--- config.mk ---
export PLATFORM = sky130hd
export DESIGN_NAME = wb_writer_flat
export DESIGN_NICKNAME = d
export VERILOG_FILES = /design/src/rtl/riscv_pkg.sv /design/src/rtl/wb_writer_if.sv /design/src/rtl/wb_fifo.sv /design/src/rtl/wb_writer.sv /design/src/flat_wrapper.sv
export SDC_FILE = /design/constraint.sdc
export NUM_CORES = 1
export LEC_CHECK = 0
export BUFFER_PORTS_ARGS = -buffer_cell sky130_fd_sc_hd__buf_2
export CAP_MARGIN = 20
export CORE_MARGIN = 3
export CORE_UTILIZATION = 58
export CTS_CLUSTER_SIZE = 40
export DETAILED_ROUTE_END_ITERATION = 6
export PLACE_DENSITY = 0.84
export RECOVER_POWER = 100
export REMOVE_ABC_BUFFERS = 1
export SETUP_SLACK_MARGIN = 0.5
export SYNTH_ARGS = -nofsm -noshare
export SYNTH_HDL_FRONTEND = slang
export SYNTH_SLANG_ARGS = --single-unit
--- constraint.sdc ---
create_clock -name clk -period 6.7 [get_ports clk]
set_input_delay 0.335 -clock clk [delete_from_list [all_inputs] [get_ports clk]]
set_output_delay 0.335 -clock clk [all_outputs]
set_load 0.03 [all_outputs]
--- src/rtl/riscv_pkg.sv ---
// riscv_pkg: register-index width and RV32 load funct3 encodings shared by the writeback slice.
package riscv_pkg;
   localparam int REG_W = 5;
   typedef logic [REG_W-1:0] reg_idx_t;
   typedef enum logic [2:0] {
      LB  = 3'b000,
      LH  = 3'b001,
      LW  = 3'b010,
      LBU = 3'b100,
      LHU = 3'b101
   } funct3_t;
endpackage

--- src/rtl/wb_writer_if.sv ---
// wb_writer_if: ALU result, load response, load-issue and register-file write signals of the writeback stage.
interface wb_writer_if #(parameter int W = 31);
   import riscv_pkg::*;
   logic         alu_valid;
   reg_idx_t     alu_rd;
   logic [W:0]   alu_data;
   logic         ld_valid;
   logic         ld_ready;
   reg_idx_t     ld_rd;
   logic [W:0]   ld_data;
   logic [2:0]   ld_funct3;
   logic         lq_issue;
   reg_idx_t     lq_rd;
   logic [31:0]  busy;
   logic         wen;
   reg_idx_t     wadd;
   logic [W:0]   wdata;
   modport master (
      output alu_valid, alu_rd, alu_data, ld_valid, ld_rd, ld_data, ld_funct3, lq_issue, lq_rd,
      input  ld_ready, busy, wen, wadd, wdata
   );
   modport slave (
      input  alu_valid, alu_rd, alu_data, ld_valid, ld_rd, ld_data, ld_funct3, lq_issue, lq_rd,
      output ld_ready, busy, wen, wadd, wdata
   );
endinterface

--- src/rtl/wb_fifo.sv ---
// wb_fifo: load-result buffer holding {rd, extended data}; DEPTH must be a power of two so pointers wrap naturally.
module wb_fifo import riscv_pkg::*; #(
   parameter int W     = 31,
   parameter int DEPTH = 2
) (
   input  logic       clk,
   input  logic       nrst,
   input  logic       push,
   input  reg_idx_t   push_rd,
   input  logic [W:0] push_data,
   input  logic       pop,
   output logic       full,
   output logic       empty,
   output reg_idx_t   head_rd,
   output logic [W:0] head_data
);
   localparam int PW = $clog2(DEPTH);
   localparam int CW = $clog2(DEPTH + 1);
   logic [PW-1:0] wr_ptr, rd_ptr;
   logic [CW-1:0] count;
   reg_idx_t      rd_mem   [DEPTH];
   logic [W:0]    data_mem [DEPTH];
   assign full      = count == CW'(DEPTH);
   assign empty     = count == '0;
   assign head_rd   = rd_mem[rd_ptr];
   assign head_data = data_mem[rd_ptr];
   always_ff @(posedge clk or negedge nrst) begin
      if (!nrst) begin
         wr_ptr <= '0;
         rd_ptr <= '0;
         count  <= '0;
      end else begin
         wr_ptr <= push ? wr_ptr + PW'(1) : wr_ptr;
         rd_ptr <= pop ? rd_ptr + PW'(1) : rd_ptr;
         count  <= count + CW'(push) - CW'(pop);
      end
   end
   // Storage needs no reset: count gates every read.
   always_ff @(posedge clk) begin
      if (push) begin
         rd_mem[wr_ptr]   <= push_rd;
         data_mem[wr_ptr] <= push_data;
      end
   end
endmodule

--- src/rtl/wb_writer.sv ---
// wb_writer: writeback arbiter (ALU over buffered loads) with pending-load scoreboard.
// Optional WB_BYPASS_EN adds two read-port forwarding taps off the registered write.
module wb_writer import riscv_pkg::*; #(
   parameter int W     = 31,
   parameter int DEPTH = 2
) (
   input  logic       clk,
   input  logic       nrst,
   wb_writer_if.slave bus
`ifdef WB_BYPASS_EN
   ,
   input  reg_idx_t   radd1,
   input  reg_idx_t   radd2,
   output logic       fwd1_hit,
   output logic       fwd2_hit,
   output logic [W:0] fwd1_data,
   output logic [W:0] fwd2_data
`endif
);
   logic        full, empty, push, pop;
   reg_idx_t    head_rd, wadd;
   logic [W:0]  head_data, ext, wdata;
   logic        wen;
   logic [31:0] busy, busy_nxt;
   assign push          = bus.ld_valid & ~full;
   assign pop           = ~bus.alu_valid & ~empty;
   assign bus.ld_ready  = ~full;
   assign bus.busy      = busy;
   assign bus.wen       = wen;
   assign bus.wadd      = wadd;
   assign bus.wdata     = wdata;
   always_comb begin
      ext = bus.ld_funct3 == LB  ? {{(W-7){bus.ld_data[7]}},  bus.ld_data[7:0]}  :
            bus.ld_funct3 == LH  ? {{(W-15){bus.ld_data[15]}}, bus.ld_data[15:0]} :
            bus.ld_funct3 == LBU ? {{(W-7){1'b0}},  bus.ld_data[7:0]}  :
            bus.ld_funct3 == LHU ? {{(W-15){1'b0}}, bus.ld_data[15:0]} :
            bus.ld_data;
   end
   wb_fifo #(.W(W), .DEPTH(DEPTH)) u_fifo (
      .clk       (clk),
      .nrst      (nrst),
      .push      (push),
      .push_rd   (bus.ld_rd),
      .push_data (ext),
      .pop       (pop),
      .full      (full),
      .empty     (empty),
      .head_rd   (head_rd),
      .head_data (head_data)
   );
   // Set is applied after clear so a same-cycle issue to the popped rd keeps it pending.
   always_comb begin
      busy_nxt = busy;
      if (pop) busy_nxt[head_rd] = 1'b0;
      if (bus.lq_issue && bus.lq_rd != '0) busy_nxt[bus.lq_rd] = 1'b1;
   end
   always_ff @(posedge clk or negedge nrst) begin
      if (!nrst) begin
         busy  <= '0;
         wen   <= 1'b0;
         wadd  <= '0;
         wdata <= '0;
      end else begin
         busy <= busy_nxt;
         if (bus.alu_valid) begin
            wen   <= bus.alu_rd != '0;
            wadd  <= bus.alu_rd;
            wdata <= bus.alu_data;
         end else if (pop) begin
            wen   <= head_rd != '0;
            wadd  <= head_rd;
            wdata <= head_data;
         end else begin
            wen <= 1'b0;
         end
      end
   end
`ifdef WB_BYPASS_EN
   assign fwd1_hit  = wen && wadd == radd1 && radd1 != '0;
   assign fwd2_hit  = wen && wadd == radd2 && radd2 != '0;
   assign fwd1_data = fwd1_hit ? wdata : '0;
   assign fwd2_data = fwd2_hit ? wdata : '0;
`endif
endmodule

--- src/flat_wrapper.sv ---
// flat-port wrapper written by rule: the top's interface ports become plain ports
module wb_writer_flat import riscv_pkg::*;
#(
   parameter int W     = 31,
   parameter int DEPTH = 2
)
  (clk, nrst, bus_alu_valid, bus_alu_rd, bus_alu_data, bus_ld_valid, bus_ld_rd, bus_ld_data, bus_ld_funct3, bus_lq_issue, bus_lq_rd, bus_ld_ready, bus_busy, bus_wen, bus_wadd, bus_wdata);
  wb_writer_if #(.W(W)) bus_i ();
  input  logic clk;
  input  logic nrst;
  input wire logic [$bits(bus_i.alu_valid)-1:0] bus_alu_valid;
  input wire logic [$bits(bus_i.alu_rd)-1:0] bus_alu_rd;
  input wire logic [$bits(bus_i.alu_data)-1:0] bus_alu_data;
  input wire logic [$bits(bus_i.ld_valid)-1:0] bus_ld_valid;
  input wire logic [$bits(bus_i.ld_rd)-1:0] bus_ld_rd;
  input wire logic [$bits(bus_i.ld_data)-1:0] bus_ld_data;
  input wire logic [$bits(bus_i.ld_funct3)-1:0] bus_ld_funct3;
  input wire logic [$bits(bus_i.lq_issue)-1:0] bus_lq_issue;
  input wire logic [$bits(bus_i.lq_rd)-1:0] bus_lq_rd;
  output wire logic [$bits(bus_i.ld_ready)-1:0] bus_ld_ready;
  output wire logic [$bits(bus_i.busy)-1:0] bus_busy;
  output wire logic [$bits(bus_i.wen)-1:0] bus_wen;
  output wire logic [$bits(bus_i.wadd)-1:0] bus_wadd;
  output wire logic [$bits(bus_i.wdata)-1:0] bus_wdata;
  assign bus_i.alu_valid = bus_alu_valid;
  assign bus_i.alu_rd = bus_alu_rd;
  assign bus_i.alu_data = bus_alu_data;
  assign bus_i.ld_valid = bus_ld_valid;
  assign bus_i.ld_rd = bus_ld_rd;
  assign bus_i.ld_data = bus_ld_data;
  assign bus_i.ld_funct3 = bus_ld_funct3;
  assign bus_i.lq_issue = bus_lq_issue;
  assign bus_i.lq_rd = bus_lq_rd;
  assign bus_ld_ready = bus_i.ld_ready;
  assign bus_busy = bus_i.busy;
  assign bus_wen = bus_i.wen;
  assign bus_wadd = bus_i.wadd;
  assign bus_wdata = bus_i.wdata;
  wb_writer #(.W(W), .DEPTH(DEPTH)) u_core (.clk(clk), .nrst(nrst), .bus(bus_i));
endmodule
==> impl_metrics.env <==
export IMPL_antenna_left=0
export IMPL_grt_use_met3_pct=6.79
export IMPL_synth_top_area_share_pct=33.4
export IMPL_synth_seq_cells=148
export IMPL_clk_pin_slew_ns=0.06
export IMPL_synth_flop_cell="edfxtp_1"
export IMPL_peakVddDrop_uv=296
export IMPL_setup_violations_final=0
export IMPL_endpoint_kind="register"
export IMPL_violations="max-capacitance violations, max-slew violations"
export IMPL_gr_usage_met1_pct=32.5
export IMPL_nets=764
export IMPL_pin_count=158
export IMPL_cts_resized=0
export IMPL_track_usage_pct=25.2
export IMPL_grt_overflow=0
export IMPL_die_h_um=113
export IMPL_avgViaCountPerCell=5.98
export IMPL_worst_slew_pin_slew_ns=3.01
export IMPL_busiest_layer="met2"
export IMPL_whs_ns=0.0849
export IMPL_synth_edff_count=74
export IMPL_p_leak_uw=0.00323
export IMPL_r2r_end="u_core.bus.wdata[16]"
export IMPL_synthMostInstantiatedCell="nand2_1"
export IMPL_cts_buffers=17
export IMPL_hold_path_class="primary input to async pin"
export IMPL_die_w_um=113
export IMPL_worstSetupStartpointType="register"
export IMPL_ys_types=54
export IMPL_fp_coreArea_sq_mm=0.0110
export IMPL_clock_skew_ns=0.0106
export IMPL_critPathMaxFanout=26
export IMPL_min_period_ns=3.55
export IMPL_yosys_top_cells_count="81 x nand2_1, 74 x dfrtp_1, 74 x edfxtp_1, 59 x o21ai_0, 38 x mux2i_1"
export IMPL_path_class="register to register"
export IMPL_h_tree_depth=4
export IMPL_port_buffers=157
export IMPL_synth_cells=531
export IMPL_fillCellCount=780
export IMPL_rows=38
export IMPL_wl_per_cell_um=19.3
export IMPL_critPathArrivalTime_ns=3.83
export IMPL_finalSetupTns_ns=0
export IMPL_cts_path_max_buffers=2
export IMPL_drive_above_1_share_pct=22.2
export IMPL_initial_core_util_pct=60.3
export IMPL_gp_congestion=0.905
export IMPL_vias=4949
export IMPL_synth_area_leaders="edfxtp_1 33%, dfrtp_1 28%, mux2_2 5.8%"
export IMPL_fp_dieArea_sq_mm=0.0128
export IMPL_hold_viol=0
export IMPL_status="complete, but fails checks"
export IMPL_syn_mean_instance_area_sq_um=12.5
export IMPL_drt_first_pass_iters=5
export IMPL_post_cts_setup_buffer_count=0
export IMPL_netlist_area_sq_mm=0.00665
export IMPL_grt_pass1_wl_mm=25.0
export IMPL_ys_seq_area_share_pct=61.3
export IMPL_first_iter_violations=534
export IMPL_drv_cap=3
export IMPL_post_route_period_util_pct=53.0
export IMPL_routed_wl_mm=16.0
export IMPL_n_antenna_cell=0
export IMPL_clk_insertion_delay_late_ns=0.43
export IMPL_cts_root_buf="clkbuf_16"
export IMPL_cp_data_required_time_ns=6.98
export IMPL_cts_tree="yes"
export IMPL_met2_usage_pct=40.3
export IMPL_synthArstFlopShare_pct=50.0
export IMPL_drc=0
export IMPL_grt_max_degree=77
export IMPL_critPathLaunch="u_core.u_fifo.count[1]"
export IMPL_reg2reg_depth=4
export IMPL_rrSetupSlack_ns=3.15
export IMPL_hpwl_mm=10.4
export IMPL_slew_headroom_pct=-102
export IMPL_syn2layout_area_growth_pct=20.0
export IMPL_yosys_area_top_type="edfxtp_1"
export IMPL_power_density_mw_per_mm2=412
export IMPL_grt_pass1_vias=4990
export IMPL_max_freq_ghz=0.282
export IMPL_antenna_found_initial=0
export IMPL_cts_hold_buffers=0
export IMPL_rsz0062_at_grt="no"
export IMPL_crit_end="u_core.bus.wdata[16]"
export IMPL_slew_viol_final=103
export IMPL_yosysWarnings=0
export IMPL_cts_sinks=148
export IMPL_r2r_start="u_core.u_fifo.count[1]"
## where the power goes
part,total (uW),switching (uW),internal (uW)
Combinational,1010,627,380
Clock,977,378,599
Sequential,1300,111,1190
Total,3290,1120,2170
## placed cells by master, fill, tap and decap left out, drive strengths merged, types with 3 or more instances in the layout
cell type and n:
buf 82, nand2 81, nand4bb 5, a32o 3
nand4b 4, or3 5, bufinv 3, clkbuf 96
inv 22, nand3b 4, dfrtp 74, a32oi 19
nor4bb 3, o21ai 61, mux2i 38, a21o 4
clkinv 7, and3 10, nor2b 3, or3b 5
and4b 3, nor2 3, mux2 34, a221o 10
edfxtp 74, or4b 5, xnor2 4
## state kept, by name, indices dropped and copies added, names as in the netlist
signal	flops
u_core.bus.busy	32
u_core.bus.wadd	5
u_core.bus.wdata	32
u_core.bus.wen	1
u_core.u_fifo.count	2
u_core.u_fifo.data_mem	64
u_core.u_fifo.rd_mem	10
u_core.u_fifo.rd_ptr	1
u_core.u_fifo.wr_ptr	1
## worst max-delay path: stages (launching register included)
cell and delay, ns:
dfrtp_1 0.43, nor2_1 0.96, clkbuf_1 1.52, mux2i_1 0.38, o21ai_0 0.12
## logic make-up (layout without fill, tap and decap cells)
group / after synthesis / in the layout / synth area share, %
adders and majority gates: 2 / 2 / 0.376
xor gates and xnor gates: 4 / 4 / 0.527
and+or+nand+nor: 143 / 143 / 12.1
muxes: 72 / 72 / 11.5
buffers and inverters: 54 / 211 / 3.44
DFF: 148 / 148 / 61.3
AOI/OAI and AO/OA: 108 / 108 / 10.8
## worst min path at each step
stage | start | endpoint | slack [ns]
global placement | u_core.bus.busy[2] | u_core.bus.busy[2] | 0.49
floorplan | nrst | u_core.bus.busy[0] | 0.04
detailed placement | u_core.bus.busy[22] | u_core.bus.busy[22] | 0.49
CTS | bus_ld_data[6] | u_core.u_fifo.data_mem[1][6] | 0.09
finish | nrst | u_core.bus.wdata[3] | 0.08
global route | bus_ld_rd[2] | u_core.u_fifo.rd_mem[1][2] | 0.09
## stage by stage
step / util [%] / std cells / setup slack, ns / cell area (sq um) / total power [uW]
after floorplan: - / 496 / 3.78 / 6490 / 2020
after global placement: 67.9 / 796 / 4.32 / 7490 / 2300
after detailed placement: 67.9 / 796 / 4.13 / 7490 / 2330
after CTS: 73.5 / 828 / 4.41 / 8100 / 3320
after global routing: 72.3 / 828 / 2.97 / 7980 / 3440
final: 72.3 / 828 / 3.15 / 7980 / 3290
## layer usage
metal | up-vias | wire length, um
li1 | 2275 | -
met1 | 2384 | 6430
met2 | 256 | 7760
met3 | 34 | 1380
met4 | 0 | 400
met5 | - | 0
## final cells by class
type                            instances  area, sq um  area share, %
Sequential cell                       148         4080           51.1
Inverter                               19         71.3          0.894
Timing Repair Buffer                  160          711           8.91
Clock inverter                         14          176           2.21
Multi-Input combinational cell        329         2330           29.2
Clock buffer                           18          439           5.50
Tap cell                              140          175           2.20
Power figures use the tool's default switching activity.
